<file path="src/rtl/pixel_compositor.sv">
// Pixel compositor: arbitrates wall/player layers onto the sprite-sheet ROM and drives VGA RGB.
// Optional chroma keying of player pixels is enabled with the COMPOSITOR_COLOR_KEY_EN macro.
`timescale 1ns/1ps

module pixel_compositor #(
  parameter int                ADDR_W      = 17,
  parameter int                RGB_W       = 12,
  parameter int                FADE_FRAMES = 8,
  parameter logic [RGB_W-1:0]  BG_COLOR    = '0,
  parameter logic [RGB_W-1:0]  KEY_COLOR   = RGB_W'(12'h0F0)
) (
  input  logic              clk,
  input  logic              rst_n,
  input  logic              pix_en,
  input  logic [3:0]        state,
  input  logic              valid_in,
  input  logic              hsync_in,
  input  logic              vsync_in,
  input  logic [9:0]        h_cnt,
  input  logic [9:0]        v_cnt,
  input  logic              wall_obj,
  input  logic [ADDR_W-1:0] wall_addr,
  input  logic              player_obj,
  input  logic [ADDR_W-1:0] player_addr,
  output logic [ADDR_W-1:0] rom_addr,
  input  logic [RGB_W-1:0]  rom_data,
  output logic [RGB_W-1:0]  vga_rgb,
  output logic              hsync,
  output logic              vsync
);

  localparam int CNT_W_RAW = $clog2(FADE_FRAMES + 1);
  localparam int CNT_W     = (CNT_W_RAW < 1) ? 1 : CNT_W_RAW;
  localparam logic [CNT_W-1:0] CNT_MAX = CNT_W'(FADE_FRAMES);

  typedef enum logic [1:0] {SEL_NONE, SEL_WALL, SEL_PLAYER} sel_e;
  typedef enum logic {FADE_SHOW, FADE_BLANK} fade_e;

  logic [ADDR_W-1:0] rom_addr_q, rom_addr_d;
  sel_e              sel_q, sel_d;
  logic              valid_s0_q, valid_s0_d;
  logic              hsync_s0_q, hsync_s0_d;
  logic              vsync_s0_q, vsync_s0_d;
  logic [RGB_W-1:0]  vga_rgb_q, vga_rgb_d;
  logic              hsync_q, hsync_d;
  logic              vsync_q, vsync_d;
  fade_e             fade_q, fade_d;
  logic [CNT_W-1:0]  cnt_q, cnt_d;
  logic [3:0]        prev_state_q;

  logic              vs_fall;
  logic              state_chg;
  logic [CNT_W-1:0]  cnt_inc;
  logic              unused_inputs;

  // Coordinates are carried for future layers; keep them visibly consumed.
`ifdef COMPOSITOR_COLOR_KEY_EN
  assign unused_inputs = ^{h_cnt, v_cnt};
`else
  assign unused_inputs = ^{h_cnt, v_cnt, KEY_COLOR};
`endif

  // Stage 0: layer arbitration (player wins) and sync capture.
  always_comb begin
    rom_addr_d = rom_addr_q;
    sel_d      = sel_q;
    valid_s0_d = valid_s0_q;
    hsync_s0_d = hsync_s0_q;
    vsync_s0_d = vsync_s0_q;
    if (pix_en) begin
      valid_s0_d = valid_in;
      hsync_s0_d = hsync_in;
      vsync_s0_d = vsync_in;
      if (player_obj) begin
        rom_addr_d = player_addr;
        sel_d      = SEL_PLAYER;
      end else if (wall_obj) begin
        rom_addr_d = wall_addr;
        sel_d      = SEL_WALL;
      end else begin
        rom_addr_d = '0;
        sel_d      = SEL_NONE;
      end
    end
  end

  // Stage 1: ROM data has arrived, pick the final colour.
  always_comb begin
    vga_rgb_d = vga_rgb_q;
    hsync_d   = hsync_q;
    vsync_d   = vsync_q;
    if (pix_en) begin
      hsync_d = hsync_s0_q;
      vsync_d = vsync_s0_q;
      if (!valid_s0_q || fade_q == FADE_BLANK) begin
        vga_rgb_d = '0;
      end else if (sel_q == SEL_NONE) begin
        vga_rgb_d = BG_COLOR;
      end else begin
        vga_rgb_d = rom_data;
`ifdef COMPOSITOR_COLOR_KEY_EN
        if (sel_q == SEL_PLAYER && rom_data == KEY_COLOR) begin
          vga_rgb_d = BG_COLOR;
        end
`endif
      end
    end
  end

  // Fade FSM: a state change restarts the blank window, vsync falls count frames.
  always_comb begin
    fade_d    = fade_q;
    cnt_d     = cnt_q;
    vs_fall   = pix_en && vsync_s0_q && !vsync_in;
    state_chg = (state != prev_state_q);
    cnt_inc   = (cnt_q == CNT_MAX) ? cnt_q : cnt_q + CNT_W'(1);
    case (fade_q)
      FADE_SHOW: begin
        if (state_chg && FADE_FRAMES != 0) begin
          fade_d = FADE_BLANK;
          cnt_d  = '0;
        end
      end
      FADE_BLANK: begin
        if (state_chg) begin
          cnt_d = '0;
        end else if (vs_fall) begin
          cnt_d = cnt_inc;
          if (cnt_inc == CNT_MAX) begin
            fade_d = FADE_SHOW;
          end
        end
      end
      default: begin
        fade_d = FADE_SHOW;
        cnt_d  = '0;
      end
    endcase
  end

  always_ff @(posedge clk) begin
    prev_state_q <= state;
    if (!rst_n) begin
      rom_addr_q <= '0;
      sel_q      <= SEL_NONE;
      valid_s0_q <= 1'b0;
      hsync_s0_q <= 1'b1;
      vsync_s0_q <= 1'b1;
      vga_rgb_q  <= '0;
      hsync_q    <= 1'b1;
      vsync_q    <= 1'b1;
      fade_q     <= FADE_SHOW;
      cnt_q      <= '0;
    end else begin
      rom_addr_q <= rom_addr_d;
      sel_q      <= sel_d;
      valid_s0_q <= valid_s0_d;
      hsync_s0_q <= hsync_s0_d;
      vsync_s0_q <= vsync_s0_d;
      vga_rgb_q  <= vga_rgb_d;
      hsync_q    <= hsync_d;
      vsync_q    <= vsync_d;
      fade_q     <= fade_d;
      cnt_q      <= cnt_d;
    end
  end

  assign rom_addr = rom_addr_q;
  assign vga_rgb  = vga_rgb_q;
  assign hsync    = hsync_q;
  assign vsync    = vsync_q;

endmodule

</file>
<file path="config.mk">
export PLATFORM = sky130hd
export DESIGN_NAME = pixel_compositor
export DESIGN_NICKNAME = d
export VERILOG_FILES = /design/src/rtl/pixel_compositor.sv
export SDC_FILE = /design/constraint.sdc
export NUM_CORES = 1
export LEC_CHECK = 0
export BUFFER_PORTS_ARGS = -buffer_cell sky130_fd_sc_hd__buf_4
export CAP_MARGIN = 40
export CORE_MARGIN = 2
export CORE_UTILIZATION = 33
export CTS_CLUSTER_SIZE = 12
export DETAILED_ROUTE_END_ITERATION = 10
export PLACE_DENSITY_LB_ADDON = 0.08
export RECOVER_POWER = 50
export SYNTH_ARGS = -nofsm -noshare
export SYNTH_HDL_FRONTEND = slang
export SYNTH_SLANG_ARGS = --single-unit
</file>
<file path="constraint.sdc">
create_clock -name clk -period 2.6 [get_ports clk]
set_input_delay 0.26 -clock clk [delete_from_list [all_inputs] [get_ports clk]]
set_output_delay 0.26 -clock clk [all_outputs]
set_load 0.02 [all_outputs]
</file>
## After elaboration in Yosys (flattened, before gate mapping)

Cells that the tools add are included.

- Add/subtract/negate cells: 1
- Equal/unequal tests: 5
- Muxes and demuxes: 16
- Bitwise gates (word level): 1
- Reductions and logical operators: 7

Operators with widths:

| cell | count |
|---|---|
| $mux W17 | 2 |
| $mux W12 | 2 |
| $mux W4 | 4 |
| $eq A4 B4 Y1 const B | 2 |
| $pmux W4 S2 | 1 |
| $mux W1 | 5 |
| $add A4 B1 Y4 const B | 1 |
| $ne A4 B4 Y1 | 1 |
| $ne A3 B1 Y1 const B | 1 |
| $logic_and A1 B1 Y1 | 2 |
| $logic_not A1 Y1 | 2 |
| $logic_not A2 Y1 | 1 |
| $mux W2 | 1 |
| $ne A2 B2 Y1 const B | 1 |
| $pmux W1 S2 | 1 |
| $reduce_and A2 Y1 | 1 |
| $logic_or A1 B1 Y1 | 1 |
| $not A1 Y1 | 1 |

- Bits in registers: 45
- Input bits: 78
- Output and inout port bits: 31
- Logic and storage cells: 41

## Longest topological paths before layout

- Depth in word-level cells: 7
- Gate-level depth with buffers: 6
- Mapped depth without buffers: 6

## Worst setup path before layout

No wires, ideal clock.

- Kind: register -> register
- From: reg cnt_q[0]
- To: reg fade_q
- Setup time: 0.120 ns
- Arrival time: 1.321 ns
- Required time: 2.480 ns
- Path slack: 1.158 ns
- Stages on the path, launching flop included: 7
- Buffers on the path: 0
- Period minus slack after synthesis: 1.442 ns
- Cells stage by stage: dfxtp_1 > inv_1 > ha_1 > and4bb_2 > o211ai_1 > a211oi_1 > nor2_1

- Cells in the longest elaborated chain, start to end: 7
- Elaborated cells between the ends (all ways): 8
- Those cells by class: 1 x add/sub; 2 x eq/ne; 5 x mux

RTL lines:

| item | RTL line | source |
|---|---|---|
| start: declaration | 48 | `logic [CNT_W-1:0] cnt_q, cnt_d;` |
| start signal: assignment | 164 | `cnt_q <= cnt_d;` |
| $add A4 B1 Y4 / $eq A4 B4 Y1 (equally long branches) | 116 | `cnt_inc = (cnt_q == CNT_MAX) ? cnt_q : cnt_q + CNT_W'(1);` |
| $mux W4 (*) | 116 |  |
| $eq A4 B4 Y1 (*) | 129 | `if (cnt_inc == CNT_MAX) begin` |
| $mux W1 (*) | 129 |  |
| $mux W1 (*) | 127 | `end else if (vs_fall) begin` |
| $mux W1 (*) | 125 | `if (state_chg) begin` |
| $pmux W1 S2 (*) | 117 | `case (fade_q)` |
| end signal: assignment | 152 | `fade_q <= FADE_SHOW;` |
| end signal: assignment | 163 | `fade_q <= fade_d;` |
| end: declaration | 47 | `fade_e fade_q, fade_d;` |

Every way passes the cells marked *; elsewhere a longest branch is shown, timed or not.
A chain may end at the register's enable or synchronous reset.

==> results.py <==
metrics = {
    "sta": {
        "fin_worst_skew_ns": 0.00369,
        "hold_ws_ns": 0.101,
        "fin_crit_sh_pct": 68.6,
        "period_minus_slack_ns": 1.78,
        "worst_pin_slew_ns": 0.979,
        "fin_setup_tns_ns": 0,
        "drv_slew": 0,
        "fmax_mhz": 561,
        "rsz0062_at_grt": "no",
        "slew_headroom_pct": 34.7,
        "hold_viol": 0,
        "setup_viol": 0,
    },
    "worst_setup_path": {
        "arrival_ns": 1.99,
        "worstPathRequired_ns": 2.81,
        "r2r_setup_slack_ns": 1.02,
        "critPathKind": "input port to flop",
        "setup.worst_path.end_class": "flop",
        "path_max_fanout": 43,
        "crit_path_start_kind": "input port",
    },
    "finish": {
        "layout_commonest_cell": "buf_4",
        "syn2layout_area_growth_pct": 31.1,
        "diodes": 0,
        "drive_gt1_share_pct": 30.5,
        "final_cell_mix": "buf_4 (53), dfxtp_1 (45), nor2_1 (38)",
        "nets": 364,
    },
    "route": {
        "drt_iter0_markers": 42,
        "wl_um": 4510,
        "ant_nets": 0,
        "drc_errors": 0,
        "vias": 1684,
        "via_per_inst": 4.68,
        "firstDrtPassIters": 4,
        "wl_per_cell_um": 12.5,
    },
    "clock_network": {
        "clk_latency_ns": 0.29,
        "cts_tree": "done",
        "clk_pin_slew_ns": 0.08,
        "cts_max_path_buffers": 2,
        "cts_root_buf": "clkbuf_8",
        "cts_hold_buf": 0,
        "numCtsBuffers": 5,
        "cts_htree_levels": 2,
        "cts_resized": 0,
        "postCtsSetupRepairBufs": 0,
        "cts_sinks": 45,
    },
    "power_and_ir_drop": {
        "vdd_drop_max_uv": 326,
        "p_leak_uw": 0.00102,
        "p_per_area_nw_per_um2": 537,
    },
    "yosys": {
        "synth_nets": 283,
        "synth_area_per_cell_um2": 9.80,
        "ys_seq_area_share_pct": 45.3,
        "yosysTopAreaCell": "dfxtp_1",
        "synthCells": 203,
        "yosysWarningCount": 0,
        "syn_area_um2": 1990,
        "yosysTopAreaCellShare_pct": 45.3,
        "synth_cell_types": 34,
        "synth_top_cells_by_area": "dfxtp_1 (45%), nor2_1 (7.2%), a211oi_2 (5.7%), a22oi_2 (5.7%), nor2b_1 (3.8%)",
        "synth_seq_cells": 45,
    },
    "floorplanning": {
        "die_w_um": 81.6,
        "pin_count": 109,
        "core.rowCount": 28,
        "start_util_pct": 33.8,
        "die_area_um2": 6670,
        "die_h_um": 81.6,
        "core_um2": 5890,
    },
    "placed_design": {
        "dp_hpwl_um": 3190,
        "io_buffers": 88,
        "finalWeightedCongestion": 0.767,
    },
    "hold_path": {
        "hp-class": "input port to flop",
    },
    "grt": {
        "grt.total_usage_pct": 13.4,
        "grt_remaining_overflow": 0,
        "grt_pass1_wl_um": 6850,
        "grt_max_degree": 44,
        "antenna_found_initial": 0,
        "grt_pass1_vias": 1511,
    },
    "status": {
        "status": "completed",
    },
    "run": {
        "max_cap_violations": 0,
    },
}
Yosys cell counts (all sizes together):
cell type,n
and4b,1
nor2,38
nor2b,13
nor3,1
or2,1
nand2,8
inv,3
nand3,1
dfxtp,45
o211ai,1
o31a,1
ha,2
buf,15
a211oi,18
a21oi,14
nand4bb,1
o21ai,2
and4bb,1
a22oi,17
nand4b,1
a21bo,1
xnor2,5
nand4,2
mux2i,7
xor2,2
nand2b,1
clkbuf,1
area by class of cell:
type / count / area [um2]
clock inverter: 2 / 13.8
tap: 75 / 93.8
sequential: 45 / 901
clock buffer: 6 / 82.6
multi-input combinational: 139 / 960
fill: 594 / 3280
timing repair buffer: 90 / 546
inverter: 3 / 11.3
metal layers:
layer | global-route usage [%] | vias to the layer above | routed length, um
li1 | - | 876 | -
met1 | 15.5 | 750 | 2060
met2 | 23.0 | 52 | 2070
met3 | 4.18 | 6 | 315
met4 | 5.50 | 0 | 65
met5 | 0 | - | 0
where the power goes:
group	leakage (uW)	switching (uW)	internal (uW)
Sequential	0.000370	13.8	718
Clock	0.0000512	235	216
Combinational	0.000604	113	105
Total	0.00102	362	1040
sequential cells by signal, summed over array words and instances (netlist names), 2 cells and up:
register      flops
cnt_q             4
rom_addr         17
vga_rgb          12
prev_state_q      4
sel_q             2
stage by stage:
stage	std cells	utilization [%]	power (uW)	setup WS, ns	cell area [um2]
4_1_cts	360	46.5	1440	1.02	2740
3_5_place_dp	352	44.9	988	1.02	2640
5_1_grt	360	44.3	1470	0.560	2610
3_3_place_gp	352	44.9	986	1.02	2640
6_report	360	44.3	1400	0.817	2610
2_1_floorplan	203	-	878	1.16	1990
final timing paths:
path	end	startpoint	depth (start not counted)
worst max register to register	fade_q	cnt_q[0]	6
worst min register to register	hsync	hsync	2
worst max-delay path	rom_addr[3]	pix_en	4
worst min-delay path	prev_state_q[1]	state[1]	1
critical path, cell delays in order:
cell      delay, ns
clkbuf_1       0.49
clkbuf_2       0.87
nor2_1         0.11
a211oi_1       0.24
logic make-up (layout without fill, tap and decap cells):
kind of cell	count (synthesis)	count (layout)	share of synthesized area (%)
AO/OA/AOI/OAI	54	54	23.1
flip-flops	45	45	45.3
AND/OR/NAND/NOR	69	69	17.3
multiplexers	7	7	3.52
buffers and inverters	19	101	6.48
adder cells (fa/ha/maj)	2	2	1.26
XOR/XNOR	7	7	3.08
Power figures use the tool's default switching activity.
